## src/rtl/ipm2l_apm_fifo_pkg.sv

```systemverilog
// ipm2l_apm_fifo_pkg
// Shared definitions for the APM distributed-RAM FIFO:
//   - read-mode selection (standard, standard + output register, FWFT)
//   - occupancy counter width helper (one extra bit so full and empty differ)
//   - parameter legality checks used at elaboration time by the FIFO top
package ipm2l_apm_fifo_pkg;

   // Values accepted by the FIFO's FWFT parameter.
   localparam int unsigned FwftOff = 0;
   localparam int unsigned FwftOn  = 1;

   typedef enum logic [1:0] {
      RdModeStd,
      RdModeStdReg,
      RdModeFwft
   } rd_mode_e;

   // FWFT takes priority: the output register only exists in standard mode.
   function automatic rd_mode_e rd_mode_sel(int unsigned fwft, int unsigned out_reg);
      if (fwft == FwftOn) return RdModeFwft;
      if (out_reg != 0) return RdModeStdReg;
      return RdModeStd;
   endfunction

   function automatic int unsigned cnt_width(int unsigned addr_width);
      return addr_width + 1;
   endfunction

   function automatic bit addr_width_legal(int unsigned addr_width);
      return (addr_width >= 4) && (addr_width <= 10);
   endfunction

   function automatic bit data_width_legal(int unsigned data_width);
      return (data_width >= 1) && (data_width <= 256);
   endfunction

   function automatic bit fwft_legal(int unsigned fwft);
      return (fwft == FwftOff) || (fwft == FwftOn);
   endfunction

   function automatic bit almost_full_legal(int unsigned af_num, int unsigned addr_width);
      return (af_num >= 1) && (af_num <= (32'd1 << addr_width));
   endfunction

   function automatic bit almost_empty_legal(int unsigned ae_num, int unsigned addr_width);
      return ae_num <= ((32'd1 << addr_width) - 1);
   endfunction

endpackage

```

## src/rtl/ipm2l_apm_distributed_sdpram.sv

```systemverilog
// ipm2l_apm_distributed_sdpram
// Simple dual-port distributed (LUT) RAM: one synchronous write port and one
// asynchronous read port, with an optional registered read output.
// Ports:
//   wr_clk, wr_en, wr_addr, wr_data : synchronous write port
//   rd_clk, rst                     : read-register clock and active-high async reset
//   rd_addr, rd_data                : read port (combinational when OUT_REG=0)
// Memory contents are not reset.
module ipm2l_apm_distributed_sdpram #(
   parameter int unsigned ADDR_WIDTH = 4,
   parameter int unsigned DATA_WIDTH = 16,
   parameter int unsigned OUT_REG    = 0
) (
   input  logic                  wr_clk,
   input  logic                  wr_en,
   input  logic [ADDR_WIDTH-1:0] wr_addr,
   input  logic [DATA_WIDTH-1:0] wr_data,
   input  logic                  rd_clk,
   input  logic                  rst,
   input  logic [ADDR_WIDTH-1:0] rd_addr,
   output logic [DATA_WIDTH-1:0] rd_data
);

   localparam int unsigned Depth = 2 ** ADDR_WIDTH;

   logic [DATA_WIDTH-1:0] mem [Depth];
   logic [DATA_WIDTH-1:0] rd_raw;

   always_ff @(posedge wr_clk) begin
      if (wr_en) begin
         mem[wr_addr] <= wr_data;
      end
   end

   assign rd_raw = mem[rd_addr];

   if (OUT_REG != 0) begin : g_out_reg
      logic [DATA_WIDTH-1:0] rd_data_q;

      always_ff @(posedge rd_clk or posedge rst) begin
         if (rst) begin
            rd_data_q <= '0;
         end else begin
            rd_data_q <= rd_raw;
         end
      end

      assign rd_data = rd_data_q;
   end else begin : g_no_out_reg
      // Read clock and reset only feed the output register.
      logic unused_rd_ctrl;
      assign unused_rd_ctrl = rd_clk ^ rst;
      assign rd_data = rd_raw;
   end

endmodule

```

## src/rtl/ipm2l_apm_distributed_fifo.sv

```systemverilog
// ipm2l_apm_distributed_fifo
// Single-clock FIFO on distributed RAM for APM operand/result streams.
// Read modes: standard (1-cycle latency), standard with output register
// (2-cycle latency), or first-word-fall-through (head word shown while !empty).
// Ports:
//   clk, rst_n           : clock, asynchronous active-low reset
//   wr_data, wr_en       : write side; write accepted when wr_en && !full
//   rd_en, rd_data       : read side; read accepted when rd_en && !empty
//   full, almost_full    : count == DEPTH, count >= ALMOST_FULL_NUM
//   empty, almost_empty  : count == 0, count <= ALMOST_EMPTY_NUM
//   count                : occupancy 0..DEPTH
//   overflow, underflow  : one-cycle pulse after a rejected write / read
// All flags and count are registered and describe the state after the edge.
module ipm2l_apm_distributed_fifo
   import ipm2l_apm_fifo_pkg::*;
#(
   parameter int unsigned ADDR_WIDTH       = 4,
   parameter int unsigned DATA_WIDTH       = 16,
   parameter int unsigned FWFT             = 0,
   parameter int unsigned OUT_REG          = 0,
   parameter int unsigned ALMOST_FULL_NUM  = 2 ** ADDR_WIDTH - 2,
   parameter int unsigned ALMOST_EMPTY_NUM = 2
) (
   input  logic                  clk,
   input  logic                  rst_n,
   input  logic [DATA_WIDTH-1:0] wr_data,
   input  logic                  wr_en,
   input  logic                  rd_en,
   output logic [DATA_WIDTH-1:0] rd_data,
   output logic                  full,
   output logic                  almost_full,
   output logic                  empty,
   output logic                  almost_empty,
   output logic [ADDR_WIDTH:0]   count,
   output logic                  overflow,
   output logic                  underflow
);

   localparam int unsigned Depth  = 2 ** ADDR_WIDTH;
   localparam int unsigned CntW   = cnt_width(ADDR_WIDTH);
   localparam rd_mode_e    RdMode = rd_mode_sel(FWFT, OUT_REG);

   localparam logic [CntW-1:0]       DepthCnt = CntW'(Depth);
   localparam logic [CntW-1:0]       AfCnt    = CntW'(ALMOST_FULL_NUM);
   localparam logic [CntW-1:0]       AeCnt    = CntW'(ALMOST_EMPTY_NUM);
   localparam logic [CntW-1:0]       CntOne   = CntW'(1);
   localparam logic [ADDR_WIDTH-1:0] PtrOne   = ADDR_WIDTH'(1);

   // Elaboration-time parameter checks.
   if (!addr_width_legal(ADDR_WIDTH)) begin : g_bad_addr_width
      $error("ADDR_WIDTH must be in 4..10");
   end
   if (!data_width_legal(DATA_WIDTH)) begin : g_bad_data_width
      $error("DATA_WIDTH must be in 1..256");
   end
   if (!fwft_legal(FWFT)) begin : g_bad_fwft
      $error("FWFT must be 0 or 1");
   end
   if (!almost_full_legal(ALMOST_FULL_NUM, ADDR_WIDTH)) begin : g_bad_af
      $error("ALMOST_FULL_NUM must be in 1..DEPTH");
   end
   if (!almost_empty_legal(ALMOST_EMPTY_NUM, ADDR_WIDTH)) begin : g_bad_ae
      $error("ALMOST_EMPTY_NUM must be in 0..DEPTH-1");
   end

   logic [ADDR_WIDTH-1:0] wr_ptr_q, wr_ptr_d;
   logic [ADDR_WIDTH-1:0] rd_ptr_q, rd_ptr_d;
   logic [CntW-1:0]       count_q, count_d;
   logic                  full_q, full_d;
   logic                  almost_full_q, almost_full_d;
   logic                  empty_q, empty_d;
   logic                  almost_empty_q, almost_empty_d;
   logic                  overflow_q, overflow_d;
   logic                  underflow_q, underflow_d;

   logic                  wr_acc;
   logic                  rd_acc;
   logic                  ram_rst;
   logic [DATA_WIDTH-1:0] mem_rd;

   // Acceptance uses only registered flags: a full FIFO rejects a write even
   // when a read frees a slot on the same edge, and likewise for empty.
   always_comb begin
      wr_acc = wr_en & ~full_q;
      rd_acc = rd_en & ~empty_q;

      wr_ptr_d = wr_acc ? wr_ptr_q + PtrOne : wr_ptr_q;
      rd_ptr_d = rd_acc ? rd_ptr_q + PtrOne : rd_ptr_q;

      count_d = count_q;
      unique case ({wr_acc, rd_acc})
         2'b10:   count_d = count_q + CntOne;
         2'b01:   count_d = count_q - CntOne;
         default: count_d = count_q;
      endcase

      full_d         = (count_d == DepthCnt);
      empty_d        = (count_d == '0);
      almost_full_d  = (count_d >= AfCnt);
      almost_empty_d = (count_d <= AeCnt);

      overflow_d  = wr_en & full_q;
      underflow_d = rd_en & empty_q;
   end

   always_ff @(posedge clk or negedge rst_n) begin
      if (!rst_n) begin
         wr_ptr_q       <= '0;
         rd_ptr_q       <= '0;
         count_q        <= '0;
         full_q         <= 1'b0;
         almost_full_q  <= 1'b0;
         empty_q        <= 1'b1;
         almost_empty_q <= 1'b1;
         overflow_q     <= 1'b0;
         underflow_q    <= 1'b0;
      end else begin
         wr_ptr_q       <= wr_ptr_d;
         rd_ptr_q       <= rd_ptr_d;
         count_q        <= count_d;
         full_q         <= full_d;
         almost_full_q  <= almost_full_d;
         empty_q        <= empty_d;
         almost_empty_q <= almost_empty_d;
         overflow_q     <= overflow_d;
         underflow_q    <= underflow_d;
      end
   end

   assign ram_rst = ~rst_n;

   ipm2l_apm_distributed_sdpram #(
      .ADDR_WIDTH (ADDR_WIDTH),
      .DATA_WIDTH (DATA_WIDTH),
      .OUT_REG    (0)
   ) u_ram (
      .wr_clk  (clk),
      .wr_en   (wr_acc),
      .wr_addr (wr_ptr_q),
      .wr_data (wr_data),
      .rd_clk  (clk),
      .rst     (ram_rst),
      .rd_addr (rd_ptr_q),
      .rd_data (mem_rd)
   );

   if (RdMode == RdModeFwft) begin : g_fwft
      // Head word is driven straight from the RAM; meaningless while empty.
      assign rd_data = mem_rd;
   end else begin : g_std
      logic [DATA_WIDTH-1:0] rd_data1_q, rd_data1_d;

      // Stage 1 captures the head word only on an accepted read.
      always_comb begin
         rd_data1_d = rd_acc ? mem_rd : rd_data1_q;
      end

      always_ff @(posedge clk or negedge rst_n) begin
         if (!rst_n) begin
            rd_data1_q <= '0;
         end else begin
            rd_data1_q <= rd_data1_d;
         end
      end

      if (RdMode == RdModeStdReg) begin : g_out_reg
         logic [DATA_WIDTH-1:0] rd_data2_q, rd_data2_d;

         always_comb begin
            rd_data2_d = rd_data1_q;
         end

         always_ff @(posedge clk or negedge rst_n) begin
            if (!rst_n) begin
               rd_data2_q <= '0;
            end else begin
               rd_data2_q <= rd_data2_d;
            end
         end

         assign rd_data = rd_data2_q;
      end else begin : g_no_out_reg
         assign rd_data = rd_data1_q;
      end
   end

   assign full         = full_q;
   assign almost_full  = almost_full_q;
   assign empty        = empty_q;
   assign almost_empty = almost_empty_q;
   assign count        = count_q;
   assign overflow     = overflow_q;
   assign underflow    = underflow_q;

endmodule
```

## config.mk

```make
export PLATFORM = sky130hd
export DESIGN_NAME = ipm2l_apm_distributed_fifo
export DESIGN_NICKNAME = d
export VERILOG_FILES = /design/src/rtl/ipm2l_apm_fifo_pkg.sv /design/src/rtl/ipm2l_apm_distributed_sdpram.sv /design/src/rtl/ipm2l_apm_distributed_fifo.sv
export SDC_FILE = /design/constraint.sdc
export NUM_CORES = 1
export LEC_CHECK = 0
export BUFFER_PORTS_ARGS = -buffer_cell sky130_fd_sc_hd__buf_2
export CORE_ASPECT_RATIO = 1.2
export CORE_MARGIN = 2
export CORE_UTILIZATION = 45
export CTS_CLUSTER_DIAMETER = 30
export DETAILED_ROUTE_END_ITERATION = 10
export HOLD_SLACK_MARGIN = 0.06
export PLACE_DENSITY_LB_ADDON = 0.08
export SLEW_MARGIN = 25
export SYNTH_ARGS = -nofsm -noshare
export SYNTH_HDL_FRONTEND = slang
export SYNTH_SLANG_ARGS = --single-unit
export TNS_END_PERCENT = 30
```

## constraint.sdc

```tcl
create_clock -name clk -period 4.85 [get_ports clk]
set_clock_uncertainty 0.15 [all_clocks]
set_input_delay 1.455 -clock clk [delete_from_list [all_inputs] [get_ports clk]]
set_output_delay 1.455 -clock clk [all_outputs]
set_load 0.05 [all_outputs]
```

==> results.sh <==
export IMPL_avgSynthCellArea_um2=19.1
export IMPL_fp_dieArea_um2=27000
export IMPL_regArea_um2=8570
export IMPL_clk_latency_ps=530
export IMPL_status="complete, no violations"
export IMPL_fillers=1982
export IMPL_finalCriticalPeriod_ps=3530
export IMPL_multiInputGateArea_um2=2720
export IMPL_numClockSinks=291
export IMPL_grt_pass1_vias=6134
export IMPL_mostFrequentLayoutCells="256 x edfxtp_1, 69 x mux2i_1, 46 x clkbuf_16"
export IMPL_critPathRequiredTime_ps=5120
export IMPL_r2r_end="rd_data[10]$_DFFE_PN0P_"
export IMPL_worstReg2RegStart="rd_ptr_q[0]$_DFFE_PN0P_"
export IMPL_ctsResizeCount=0
export IMPL_gp_congestion=0.782
export IMPL_synth_top_flop_cell="edfxtp_1"
export IMPL_final_hold_violation_count=0
export IMPL_drv_slew=0
export IMPL_cpPeakStageDelay_ps=450
export IMPL_hpwl_um=14200
export IMPL_nets=713
export IMPL_numCtsBuffers=46
export IMPL_ir_worst_vdd_v=0.000506
export IMPL_syn_to_final_growth_pct=18.8
export IMPL_hold_path_startpoint="rd_data[1]$_DFFE_PN0P_"
export IMPL_postRouteAntennaNets=0
export IMPL_cts_setup_buffers=0
export IMPL_top_layer_used="met4"
export IMPL_p_leak_nw=4.88
export IMPL_antenna_cells=0
export IMPL_cp_max_fo=11
export IMPL_rrSetupSlack_ps=1970
export IMPL_p_int_mw=6.23
export IMPL_p_per_area_nw_per_um2=667
export IMPL_clk_path_buf_depth=3
export IMPL_rsz0062_at_grt="no"
export IMPL_wl_met3_um=745
export IMPL_cpMaxStageDelayCell="or3b_2"
export IMPL_clockPowerShare=0.360
export IMPL_vias=5803
export IMPL_async_flop_share=0.120
export IMPL_critPathArrivalTime_ps=3800
export IMPL_synth_area_leaders="edfxtp_1 67%, dfrtp_1 7.1%, mux2i_1 6.0%, mux4_1 5.0%, a22oi_1 2.1%"
export IMPL_routed_wl_met2_um=13400
export IMPL_max_freq_mhz=284
export IMPL_worst_setup_path_type="primary input to register"
export IMPL_synth_edf_count=256
export IMPL_htree_num_levels=2
export IMPL_synth_seq_area_share=0.741
export IMPL_synth_area_leader_cell="edfxtp_1"
export IMPL_drive_gt1_frac=0.240
export IMPL_dieWidth_um=150
export IMPL_setup_tns_ps=0
export IMPL_drt_iter0_drc=334
export IMPL_synth_cells=606
export IMPL_setup_violations=0
export IMPL_max_cap_violations=0
export IMPL_yosysWarnings=0
export IMPL_synth_top_area_frac=0.665
export IMPL_synth_fp_nets=633
export IMPL_start_kind="primary input"
export IMPL_crit_chain="buf_2, nor2b_1, buf_4, inv_1, nand2_1, xnor2_1, ha_1, or3b_2, nand4_1, a21oi_1, xor2_1, nor4b_2"
export IMPL_boundaryPins=47
export IMPL_wl_um=25300
export IMPL_slew_headroom=0.321
export IMPL_final_common_cell="edfxtp_1"
export IMPL_synth_cell_types=46
export IMPL_drt_met1_wl_um=10600
export IMPL_cts_root_buf="clkbuf_16"
export IMPL_start_util=0.455
export IMPL_hold_path_end="rd_data[1]$_DFFE_PN0P_"
export IMPL_ys_seq_elements=291
export IMPL_p_comb_frac=0.264
export IMPL_min_path_cells=2
export IMPL_switching_share=0.319
export IMPL_track_usage=0.192
export IMPL_fin_crit_sh=0.727
export IMPL_end_kind="register"
export IMPL_drtPass1Iterations=5
export IMPL_hold_worst_slack_ps=384
export IMPL_std_cell_rows=64
export IMPL_path_buf_inv=3
export IMPL_sequentialPowerShare=0.376
export IMPL_coreArea_um2=25400
export IMPL_port_buffers=46
export IMPL_clk_pin_slew_ps=50
export IMPL_overflow=0
export IMPL_grt_max_degree=44
export IMPL_grt_pass1_wl_um=37900
export IMPL_tightest_slew_ps=1020
export IMPL_holdCritPathClass="register to register"
export IMPL_drc=0
export IMPL_r2r_cells=5
export IMPL_antenna_found_initial=0
export IMPL_die_y_um=180
export IMPL_switchingPower_mw=2.92
export IMPL_avgRoutedWirePerCell_um=24.0
export IMPL_tritoncts="built"
export IMPL_syn_area_um2=11600
export IMPL_path_delay_family="simple AND/OR/NAND/NOR gates"
export IMPL_drt_vias_per_instance=5.51
export IMPL_cts_hold_buffers=0
[final cells by class]
| type | instances | share of cell area |
|---|---|---|
| sequential | 291 | 0.625 |
| tap | 330 | 0.0301 |
| inverter | 6 | 0.00164 |
| clock buffer | 56 | 0.0888 |
| multi-input combinational | 276 | 0.198 |
| timing repair buffer | 65 | 0.0301 |
| clock inverter | 30 | 0.0270 |
[routing by layer]
metal / up-vias / track usage
met1: 3026 / 0.244
met3: 49 / 0.0327
met5: - / 0
met2: 112 / 0.336
met4: 0 / 0.0585
li1: 2616 / -
[worst max-delay path by stage]
stage                from                endpoint  slack (ps)  cells after the start
global placement    wr_en          full$_DFF_PN0_         950                     12
global route        wr_en          full$_DFF_PN0_        1160                     12
CTS                 wr_en          full$_DFF_PN0_        1340                     12
finish              wr_en          full$_DFF_PN0_        1320                     12
floorplan           wr_en  almost_empty$_DFF_PN1_        1350                     10
detailed placement  wr_en          full$_DFF_PN0_         810                     12
[synthesized netlist by cell type (2+ instances only)]
master    instances
mux2_2           12
a22oi_1          32
and2_1           19
dfrtp_1          33
o21ai_0           2
nand2_1           8
buf_6             8
xnor2_1           9
mux4_2           10
xor2_1            2
a221oi_1         11
edfxtp_1        256
nor3_1            3
inv_1             6
buf_4             5
o211ai_1          2
clkbuf_1          2
dfstp_2           2
mux2i_1          69
buf_2            12
nor2_1           24
ha_1              7
nor2b_1           2
a31oi_1           5
a21oi_1          20
clkbuf_4          3
nand4_1           2
mux4_1           22
[logic make-up after synthesis]
group / synth area share
DFF: 0.741
muxes: 0.141
AOI/OAI and AO/OA: 0.0472
and+or+nand+nor: 0.0308
buffers and inverters: 0.0238
xor gates and xnor gates: 0.00834
adders and majority gates: 0.00758
[state kept, by name (all words and copies together) (netlist names)]
signal	count
full	1
overflow	1
count	5
rd_ptr_q	4
wr_ptr_q	4
rd_data	16
underflow	1
almost_full	1
u_ram.mem	256
empty	1
almost_empty	1
[worst min-delay path: stages (launching register included)]
cell     delay, ps
dfrtp_1        340
nor2_1          50
a21oi_1        100
[through the flow]
stage / cell area [µm²] / power, mW / std cells / util / setup slack, ps
after global placement: 12100 / 5.89 / 968 / 0.478 / 953
after floorplan: 11600 / 5.25 / 606 / - / 1350
final: 13700 / 9.15 / 1054 / 0.541 / 1320
after CTS: 13700 / 9.25 / 1054 / 0.540 / 1340
after detailed placement: 12100 / 5.93 / 968 / 0.478 / 810
after global routing: 13700 / 9.56 / 1054 / 0.541 / 1160
[power groups by stage]
stage	logic [mW]	clock network, mW	registers (mW)
global route	2.61	3.47	3.48
finish	2.42	3.29	3.44
CTS	2.45	3.35	3.45
detailed placement	2.44	0	3.49
global placement	2.41	0	3.47
floorplan	1.63	0	3.62
Power figures use the tool's default switching activity.
